## src/rtl/uart_rx.sv

```systemverilog
// 8N1 RS232 receiver: 2-FF synchroniser, mid-bit 3-sample majority vote.
// Ports: clk, rst_n, rs232_rx, fifo232_full -> rx_data, fifo232_wrreq, frame_err, overrun, rx_busy.
module uart_rx #(
  parameter int CLK_HZ = 20000000,
  parameter int BAUD   = 9600
) (
  input  logic       clk,
  input  logic       rst_n,
  input  logic       rs232_rx,
  input  logic       fifo232_full,
  output logic [7:0] rx_data,
  output logic       fifo232_wrreq,
  output logic       frame_err,
  output logic       overrun,
  output logic       rx_busy
);

  localparam int BIT_CYC = CLK_HZ / BAUD;
  localparam int HALF    = BIT_CYC / 2;
  localparam int CW      = $clog2(BIT_CYC);

  localparam logic [CW-1:0] C_LAST = CW'(BIT_CYC - 1);
  localparam logic [CW-1:0] C_A    = CW'(HALF - 1);
  localparam logic [CW-1:0] C_B    = CW'(HALF);
  localparam logic [CW-1:0] C_DEC  = CW'(HALF + 1);

  typedef enum logic [2:0] {
    IDLE,
    START,
    DATA,
    STOP,
    BREAK
  } state_t;

  state_t          state;
  logic            sync1;
  logic            sync2;
  logic            prev;
  logic [CW-1:0]   cnt;
  logic [2:0]      bidx;
  logic [7:0]      shreg;
  logic            smp_a;
  logic            smp_b;
  logic            fall;
  logic            maj;
  logic            dec;

  assign fall = prev & ~sync2;
  // third vote is the live synced value at the decision cycle
  assign maj  = (smp_a & smp_b) | (smp_a & sync2) | (smp_b & sync2);
  assign dec  = (cnt == C_DEC);

  always_ff @(posedge clk or negedge rst_n) begin
    if (!rst_n) begin
      state         <= IDLE;
      sync1         <= 1'b1;
      sync2         <= 1'b1;
      prev          <= 1'b1;
      cnt           <= '0;
      bidx          <= '0;
      shreg         <= '0;
      smp_a         <= 1'b1;
      smp_b         <= 1'b1;
      rx_data       <= '0;
      fifo232_wrreq <= 1'b0;
      frame_err     <= 1'b0;
      overrun       <= 1'b0;
      rx_busy       <= 1'b0;
    end else begin
      sync1         <= rs232_rx;
      sync2         <= sync1;
      prev          <= sync2;
      fifo232_wrreq <= 1'b0;
      frame_err     <= 1'b0;
      overrun       <= 1'b0;

      if (state == IDLE || cnt == C_LAST) cnt <= '0;
      else cnt <= cnt + 1'b1;

      if (cnt == C_A) smp_a <= sync2;
      if (cnt == C_B) smp_b <= sync2;

      unique case (state)
        IDLE: begin
          if (fall) begin
            state   <= START;
            rx_busy <= 1'b1;
          end
        end
        START: begin
          if (dec) begin
            if (maj) begin
              state   <= IDLE;
              rx_busy <= 1'b0;
            end else begin
              state <= DATA;
              bidx  <= '0;
            end
          end
        end
        DATA: begin
          if (dec) begin
            shreg[bidx] <= maj;
            bidx        <= bidx + 1'b1;
            if (bidx == 3'd7) state <= STOP;
          end
        end
        STOP: begin
          if (dec) begin
            if (maj) begin
              rx_data <= shreg;
              if (!fifo232_full) fifo232_wrreq <= 1'b1;
              else overrun <= 1'b1;
              // leave mid-stop so a back-to-back start edge is seen
              state   <= IDLE;
              rx_busy <= 1'b0;
            end else begin
              frame_err <= 1'b1;
              state     <= BREAK;
            end
          end
        end
        BREAK: begin
          if (sync2) begin
            state   <= IDLE;
            rx_busy <= 1'b0;
          end
        end
        default: begin
          state   <= IDLE;
          rx_busy <= 1'b0;
        end
      endcase
    end
  end

endmodule

```

## config.mk

```make
export PLATFORM = sky130hd
export DESIGN_NAME = uart_rx
export DESIGN_NICKNAME = d
export VERILOG_FILES = /design/src/rtl/uart_rx.sv
export SDC_FILE = /design/constraint.sdc
export NUM_CORES = 1
export LEC_CHECK = 0
export ABC_AREA = 0
export CORE_ASPECT_RATIO = 0.75
export CORE_UTILIZATION = 40
export CTS_CLUSTER_DIAMETER = 150
export CTS_CLUSTER_SIZE = 24
export DETAILED_ROUTE_END_ITERATION = 10
export PLACE_DENSITY = 0.67
export SYNTH_ARGS = -nofsm -noshare
export SYNTH_HDL_FRONTEND = slang
export SYNTH_SLANG_ARGS = --single-unit
```

## constraint.sdc

```tcl
create_clock -name clk -period 2.25 [get_ports clk]
set_input_delay 0.675 -clock clk [delete_from_list [all_inputs] [get_ports clk]]
set_output_delay 0.675 -clock clk [all_outputs]
set_load 0.1 [all_outputs]
```

==> results of run 1 <==
## registers in the layout, indices dropped and copies added, names as in the netlist
signal         flops
cnt               12
rx_data            8
shreg              8
bidx               3
state              3
fifo232_wrreq      1
frame_err          1
overrun            1
prev               1
rx_busy            1
smp_a              1
smp_b              1
sync1              1
sync2              1
## power by group
part           total [uW]  internal [uW]  leakage, uW  switching [uW]
sequential            965            845     0.000563             120
clock                 538            279    0.0000505             259
combinational         335            150     0.000465             185
total                1840           1270      0.00108             563
## how the worst max path moves through the flow
| stage | from | to | cells after the start |
|---|---|---|---|
| 2_1_floorplan | cnt[7]$_DFF_PN0_ | rx_data[0]$_DFFE_PN0P_ | 5 |
| 3_3_place_gp | cnt[0]$_DFF_PN0_ | shreg[1]$_DFFE_PN0P_ | 6 |
| 3_5_place_dp | cnt[0]$_DFF_PN0_ | shreg[1]$_DFFE_PN0P_ | 6 |
| 4_1_cts | cnt[0]$_DFF_PN0_ | shreg[1]$_DFFE_PN0P_ | 6 |
| 5_1_grt | cnt[0]$_DFF_PN0_ | shreg[1]$_DFFE_PN0P_ | 6 |
| 6_report | cnt[0]$_DFF_PN0_ | shreg[1]$_DFFE_PN0P_ | 6 |
## worst max-delay path, cell delays in order (launching register included)
cell and delay [ns]:
dfrtp_1 0.43, inv_1 0.10, ha_1 0.21, nor4bb_1 0.28
nand4_1 0.23, nor3_1 0.26, mux2_2 0.36
## routing by layer
layer | GRT usage | vias up
met5 | 0 | -
met4 | 0.0508 | 0
met3 | 0.0426 | 5
met2 | 0.184 | 18
met1 | 0.223 | 618
li1 | - | 633
## per-stage QoR
step	util	total power [uW]	hold slack (ns)
after global routing	0.477	1960	0.363
after CTS	0.477	1860	0.359
final	0.477	1840	0.357
after global placement	0.456	1310	0.346
after floorplan	-	1210	0.345
after detailed placement	0.456	1320	0.347
## layout make-up
class / count / area, um2 / share of cell area
clock inverters: 1 / 7.51 / 0.00321
multi-input cells: 118 / 903 / 0.387
repair buffers: 18 / 150 / 0.0642
well taps: 60 / 75.1 / 0.0321
clock buffers: 7 / 96.3 / 0.0412
flip-flops and latches: 43 / 1080 / 0.463
inverters: 6 / 22.5 / 0.00964
## cells by family (layout without fill, tap and decap cells)
group	Yosys count	in the layout	share of synthesized area
AND/OR/NAND/NOR	70	70	0.196
AO/OA/AOI/OAI	10	10	0.0317
multiplexers	21	21	0.129
XOR/XNOR	10	10	0.0427
flip-flops	43	43	0.528
adder cells (fa/ha/maj)	7	7	0.0415
buffers and inverters	12	32	0.0311
## layout by cell type, fill, tap and decap left out, types with 2 or more instances in the layout
master	n
xnor2_1	5
clkdlybuf4s50_1	2
nand3b_1	2
and4_4	2
nand2b_1	5
inv_1	6
ha_1	6
dfstp_2	5
nor3_1	6
nand3_1	6
buf_4	14
dfrtp_1	38
a21oi_1	3
mux2i_1	2
xor2_1	5
clkbuf_8	7
mux2_2	11
nand4_1	4
nor2_1	22
mux2_4	8
o21ai_0	3
nand2_1	9
==> summary.md, run 1 <==
| Metric | Value |
|---|---|
| Final period utilization | `0.878` |
| CTS tree | `done` |
| Finished Layout Cells | `253` |
| CP Class | `flip-flop to flip-flop` |
| EDFF count, synth | `0` |
| RePlAce Congestion | `0.731` |
| Yosys warns | `0` |
| Dpl cell area | `2230 um2` |
| Met2 WL | `1310 um` |
| Area share of the largest cell type after synthesis | `0.464` |
| CTS Buffer Depth | `2` |
| Die X | `84.7 um` |
| I/O Pins | `16` |
| Clock root buffer | `clkbuf_8` |
| Layout cells sized above 1 | `0.280` |
| R2R Path Start | `cnt[0]$_DFF_PN0_` |
| Synthesized cell area | `2050 um2` |
| Vias per cell | `5.04` |
| Die Span Y | `64.0 um` |
| DRT iter0 DRCs | `68` |
| Arrival @ worst endpoint | `2.16 ns` |
| Count leader, synth | `dfrtp_1` |
| Yosys reg bits | `43` |
| Slew Viols, Final | `0` |
| Pre-Repair DR Iteration Count | `8` |
| Worst hold path type | `flip-flop to flip-flop` |
| R2r setup slk | `0.28 ns` |
| Crit path max fanout | `6` |
| Mean Syn Cell Area | `11.8 um2` |
| Met3 WL | `108 um` |
| Total CTS buffers | `5` |
| Initial Util | `0.418` |
| Nature of the critical path endpoint | `flip-flop` |
| First-pass GRT wire length | `5910 um` |
| Worst EP required | `between 2 and 2.5 ns` |
| Syn Inst Count | `173` |
| Largest cells by area after synthesis | `dfrtp_1 46%, dfstp_2 6.4%, mux2_2 6.0%` |
| Final instance area | `2340 um2` |
| Leak | `0.00108 uW` |
| Final layout net count | `202` |
| Register area share after synthesis | `0.528` |
| Final wirelength | `around 3400 um` |
| Vias post-DR | `between 1k and 1.5k` |
| Hpwl dp | `roughly 2400 um` |
| Rel. slew slack | `0.647` |
| Async set or reset register ratio after synthesis | `1.00` |
| Min setup slack post-route | `0.275 ns` |
| IO Port Bufs | `15` |
| # setup viols final | `0` |
| P&R area growth vs syn | `14.0%` |
| Worst hold stages | `0` |
| Maximum vdd ir drop | `0.283 mV` |
| Reg clk slew, reported paths | `around 0.080 ns` |
| # H-tree levels | `2` |
| Avg WL per Cell | `around 13 um` |
| Gates resized, CTS repair | `0` |
| Critical hold path startpoint | `sync1$_DFF_PN1_` |
| Worst clock skew | `0.0109 ns` |
| CTS Hold Bufs | `0` |
| Clock Sinks | `43` |
| Antenna diode count | `0` |
| Status | `finished, final reports clean` |
| Power Density | `786 nW/um2` |
| FP Rows | `22` |
| Top FF cell, synth | `dfrtp_1` |
| Reg2reg end | `shreg[1]$_DFFE_PN0P_` |
| Yosys cell types | `between 40 and 50` |
| Gr ovfl total | `0` |
| Worst Setup Start Kind | `flip-flop` |
| Yosys top cell by area | `dfrtp_1` |
| Worst r2r path cells | `6` |
| Post-route ant nets | `0` |
| Number of global-route vias before repair | `~1.2k` |
| Final Hold Vio Count | `0` |
| Post-CTS Setup Repair Bufs | `0` |
| Fmax | `506 MHz` |
| # DRC | `0` |
| Final min period | `1.97 ns` |
| Post-synth top cells | `38 x dfrtp_1, 22 x nor2_1, 11 x mux2_2` |
| CORE AREA | `between 4000 and 5000 um2` |
| Top Metal Used | `met4` |
| Filler cell count | `455` |
| Total track usage | `0.143` |
| Die area | `5420 um2` |
| Largest net degree at the start of global routing | `44` |
| Slew @ Worst Pin | `0.530 ns` |
| Worst-skew pair later-pin latency | `0.29 ns` |
| Cells after DPL | `roughly 250` |
| Worst Hold Path EP | `sync2$_DFF_PN1_` |
| Place WS | `0.298 ns` |
| DRT met1 WL | `1920 um` |
| Max-cap violations | `0` |
| Initial antenna violation count | `0` |
| Syn_nets | `183` |
| Setup tns final | `0 ns` |
| RSZ-0062 raised after global routing | `false` |
Note: power is estimated with default switching activity, not from simulation.
==> run 2, diff against run 1 <==
--- a/config.mk
+++ b/config.mk
@@ -7,11 +7,10 @@
 export LEC_CHECK = 0
 export ABC_AREA = 0
 export CORE_ASPECT_RATIO = 0.75
-export CORE_UTILIZATION = 40
+export CORE_UTILIZATION = 57
 export CTS_CLUSTER_DIAMETER = 150
-export CTS_CLUSTER_SIZE = 24
 export DETAILED_ROUTE_END_ITERATION = 10
-export PLACE_DENSITY = 0.67
+export PLACE_DENSITY = 0.87
 export SYNTH_ARGS = -nofsm -noshare
 export SYNTH_HDL_FRONTEND = slang
 export SYNTH_SLANG_ARGS = --single-unit
==> run 2 against run 1 <==
The flow now finishes with violations (DRC). Clock-buffer cell count shrank 1. First-iteration DRC count decreased by 32%. Total power up 4.7%. Core utilization up 21 points. Critical path type unchanged. Critical endpoint is now rx_data[5]$_DFFE_PN0P_.
==> summary.md, run 2 (synthesized netlist as in run 1, its figures left out) <==
| Metric | Value |
|---|---|
| Status | `finished, violations left` |
| Failing checks | `DRC` |
| RSZ-0062 raised after global routing | `false` |
| Rel. slew slack | `0.569 (-0.0782)` |
| Post-route ant nets | `0 (unchanged)` |
| R2r setup slk | `0.25 ns (-0.02 ns)` |
| Slew Viols, Final | `0 (unchanged)` |
| Final layout net count | `202 (unchanged)` |
| Worst-skew pair later-pin latency | `0.30 ns (about the same)` |
| Finished Layout Cells | `233 (-7.9%)` |
| Clock root buffer | `clkbuf_8` |
| Die Span Y | `53.9 um (-16%)` |
| FP Rows | `18 (-18%)` |
| Total track usage | `0.231 (+0.0875)` |
| Initial antenna violation count | `0 (unchanged)` |
| Antenna diode count | `0 (unchanged)` |
| Vias per cell | `5.88 (+17%)` |
| Number of global-route vias before repair | `1,308 (+9.6%)` |
| Avg WL per Cell | `16.5 um (+23%)` |
| Setup tns final | `0 ns (unchanged)` |
| # DRC | `1 (+1)` |
| Worst clock skew | `0.00998 ns (-0.000943 ns)` |
| Worst EP required | `2.44 ns (about the same)` |
| Commonest non-fill, non-tap cell in the layout | `dfrtp_1` |
| CTS Hold Bufs | `0 (unchanged)` |
| Initial Util | `0.611 (+0.192)` |
| Pre-Repair DR Iteration Count | `7 (-1)` |
| Worst path cell trace | `nor4_4 -> and4_4 -> and4_4 -> mux2_4` |
| CTS tree | `done` |
| Reg clk slew, reported paths | `0.08 ns (about the same)` |
| Hpwl dp | `2650 um (+12%)` |
| Critical hold path startpoint | `sync1$_DFF_PN1_` |
| Final min period | `2.00 ns (+0.0204 ns)` |
| Cells after DPL | `225 (-8.2%)` |
| Biggest register | `cnt` |
| R2R Path Start | `cnt[7]$_DFF_PN0_` |
| Max-cap violations | `0 (unchanged)` |
| Filler cell count | `234 (-49%)` |
| Layout cells sized above 1 | `0.280 (unchanged)` |
| Worst Hold Path EP | `sync2$_DFF_PN1_` |
| Top Registers | `cnt x12, rx_data x8, shreg x8` |
| Leak | `0.00108 uW (+0.53%)` |
| Maximum vdd ir drop | `0.562 mV (+99%)` |
| Gr ovfl total | `0 (unchanged)` |
| CTS Buffer Depth | `2 (unchanged)` |
| Clock Sinks | `43 (unchanged)` |
| Worst hold path type | `flip-flop to flip-flop` |
| Fmax | `501 MHz (-1.0%)` |
| # setup viols final | `0 (unchanged)` |
| IO Port Bufs | `15 (unchanged)` |
| Final Hold Vio Count | `0 (unchanged)` |
| Most used cell, CP | `and4_4` |
| Final period utilization | `0.887 (+0.00907)` |
| Crit path max fanout | `10 (+4)` |
| Arrival @ worst endpoint | `2.18 ns (+0.02 ns)` |
| Slowest CP cell | `dfrtp_1` |
| CORE AREA | `3360 um2 (-32%)` |
| Final wirelength | `3840 um (+14%)` |
| Die X | `71.2 um (-16%)` |
| Nature of the critical path endpoint | `flip-flop` |
| Post-CTS Setup Repair Bufs | `0 (unchanged)` |
| Power Density | `832 nW/um2 (+5.8%)` |
| I/O Pins | `16 (unchanged)` |
| Slew @ Worst Pin | `0.647 ns (+0.117 ns)` |
| Commonest non-fill, non-tap cells in the layout | `38 x dfrtp_1, 22 x nor2_1, 15 x buf_4` |
| Worst r2r path cells | `4 (-2)` |
| Worst hold stages | `0 (unchanged)` |
| CP max stage delay | `0.45 ns (+0.02 ns)` |
| DRT iter0 DRCs | `46 (-32%)` |
| # H-tree levels | `2 (unchanged)` |
| Largest net degree at the start of global routing | `30 (-32%)` |
| Vias post-DR | `1,371 (+7.6%)` |
| Worst Setup Start Kind | `flip-flop` |
| Die area | `3840 um2 (-29%)` |
| RePlAce Congestion | `0.818 (+12%)` |
| Total CTS buffers | `5 (unchanged)` |
| First-pass GRT wire length | `6400 um (+8.2%)` |
| Gates resized, CTS repair | `0 (unchanged)` |
| Max FFs per register | `12 (unchanged)` |
| Reg2reg end | `rx_data[5]$_DFFE_PN0P_` |
| CP Class | `flip-flop to flip-flop` |
| P&R area growth vs syn | `12.9%` |
-- run 2: cell types whose count changed in the layout (fill, tap and decap cells not counted) --
cell        delta
buf_12         -1
buf_4          +1
clkbuf_8       -1
bufinv_16      +1
clkinv_2       +1
clkinvlp_4     -1
-- run 2: power by group --
| group | total (uW) | switching [uW] | internal [uW] |
|---|---|---|---|
| combinational | 333 | 197 | 136 |
| sequential | 967 | 122 | 845 |
| clock | 624 | 265 | 359 |
-- run 2: worst max-delay path by stage --
stage	end	cells past startpoint	slack (ns)	startpoint
3_3_place_gp	shreg[1]$_DFFE_PN0P_	6	0.35	cnt[0]$_DFF_PN0_
5_1_grt	shreg[1]$_DFFE_PN0P_	6	0.11	cnt[0]$_DFF_PN0_
4_1_cts	rx_data[6]$_DFFE_PN0P_	4	0.28	cnt[7]$_DFF_PN0_
2_1_floorplan	rx_data[0]$_DFFE_PN0P_	5	0.47	cnt[7]$_DFF_PN0_
3_5_place_dp	shreg[1]$_DFFE_PN0P_	6	0.29	cnt[0]$_DFF_PN0_
6_report	rx_data[5]$_DFFE_PN0P_	4	0.25	cnt[7]$_DFF_PN0_
-- run 2: layout make-up --
cell class | instances | area, um2 | area share
Clock buffer | 6 | 82.6 | 0.0357
Timing Repair Buffer | 18 | 138 | 0.0595
Sequential cell | 43 | 1080 | 0.468
Tap cell | 40 | 50.0 | 0.0216
Multi-Input combinational cell | 118 | 903 | 0.390
Clock inverter | 2 | 35.0 | 0.0151
Inverter | 6 | 22.5 | 0.00973
-- run 2: stage by stage --
step / cell area [um2] / power [uW] / hold WS [ns] / utilization / worst slack [ns]
after floorplan: 2050 / 1210 / 0.345 / - / 0.473
after global placement: 2200 / 1280 / 0.348 / 0.654 / 0.347
after detailed placement: 2200 / 1300 / 0.347 / 0.654 / 0.294
after CTS: 2310 / 1930 / 0.358 / 0.689 / 0.283
after global routing: 2310 / 2010 / 0.366 / 0.689 / 0.109
final: 2310 / 1920 / 0.356 / 0.689 / 0.255
-- run 2: worst max-delay path: cells and delay by family, from the launching register on --
kind          cells  cell delay [ns]
flops             1             0.45
simple gates      3             1.10
mux               1             0.33
-- run 2: per-layer routing --
layer | global-route usage | wire length, um
met1 | 0.309 | 1750
met2 | 0.371 | 1840
met3 | 0.0562 | 186
met4 | 0.0867 | 64
met5 | 0 | 0
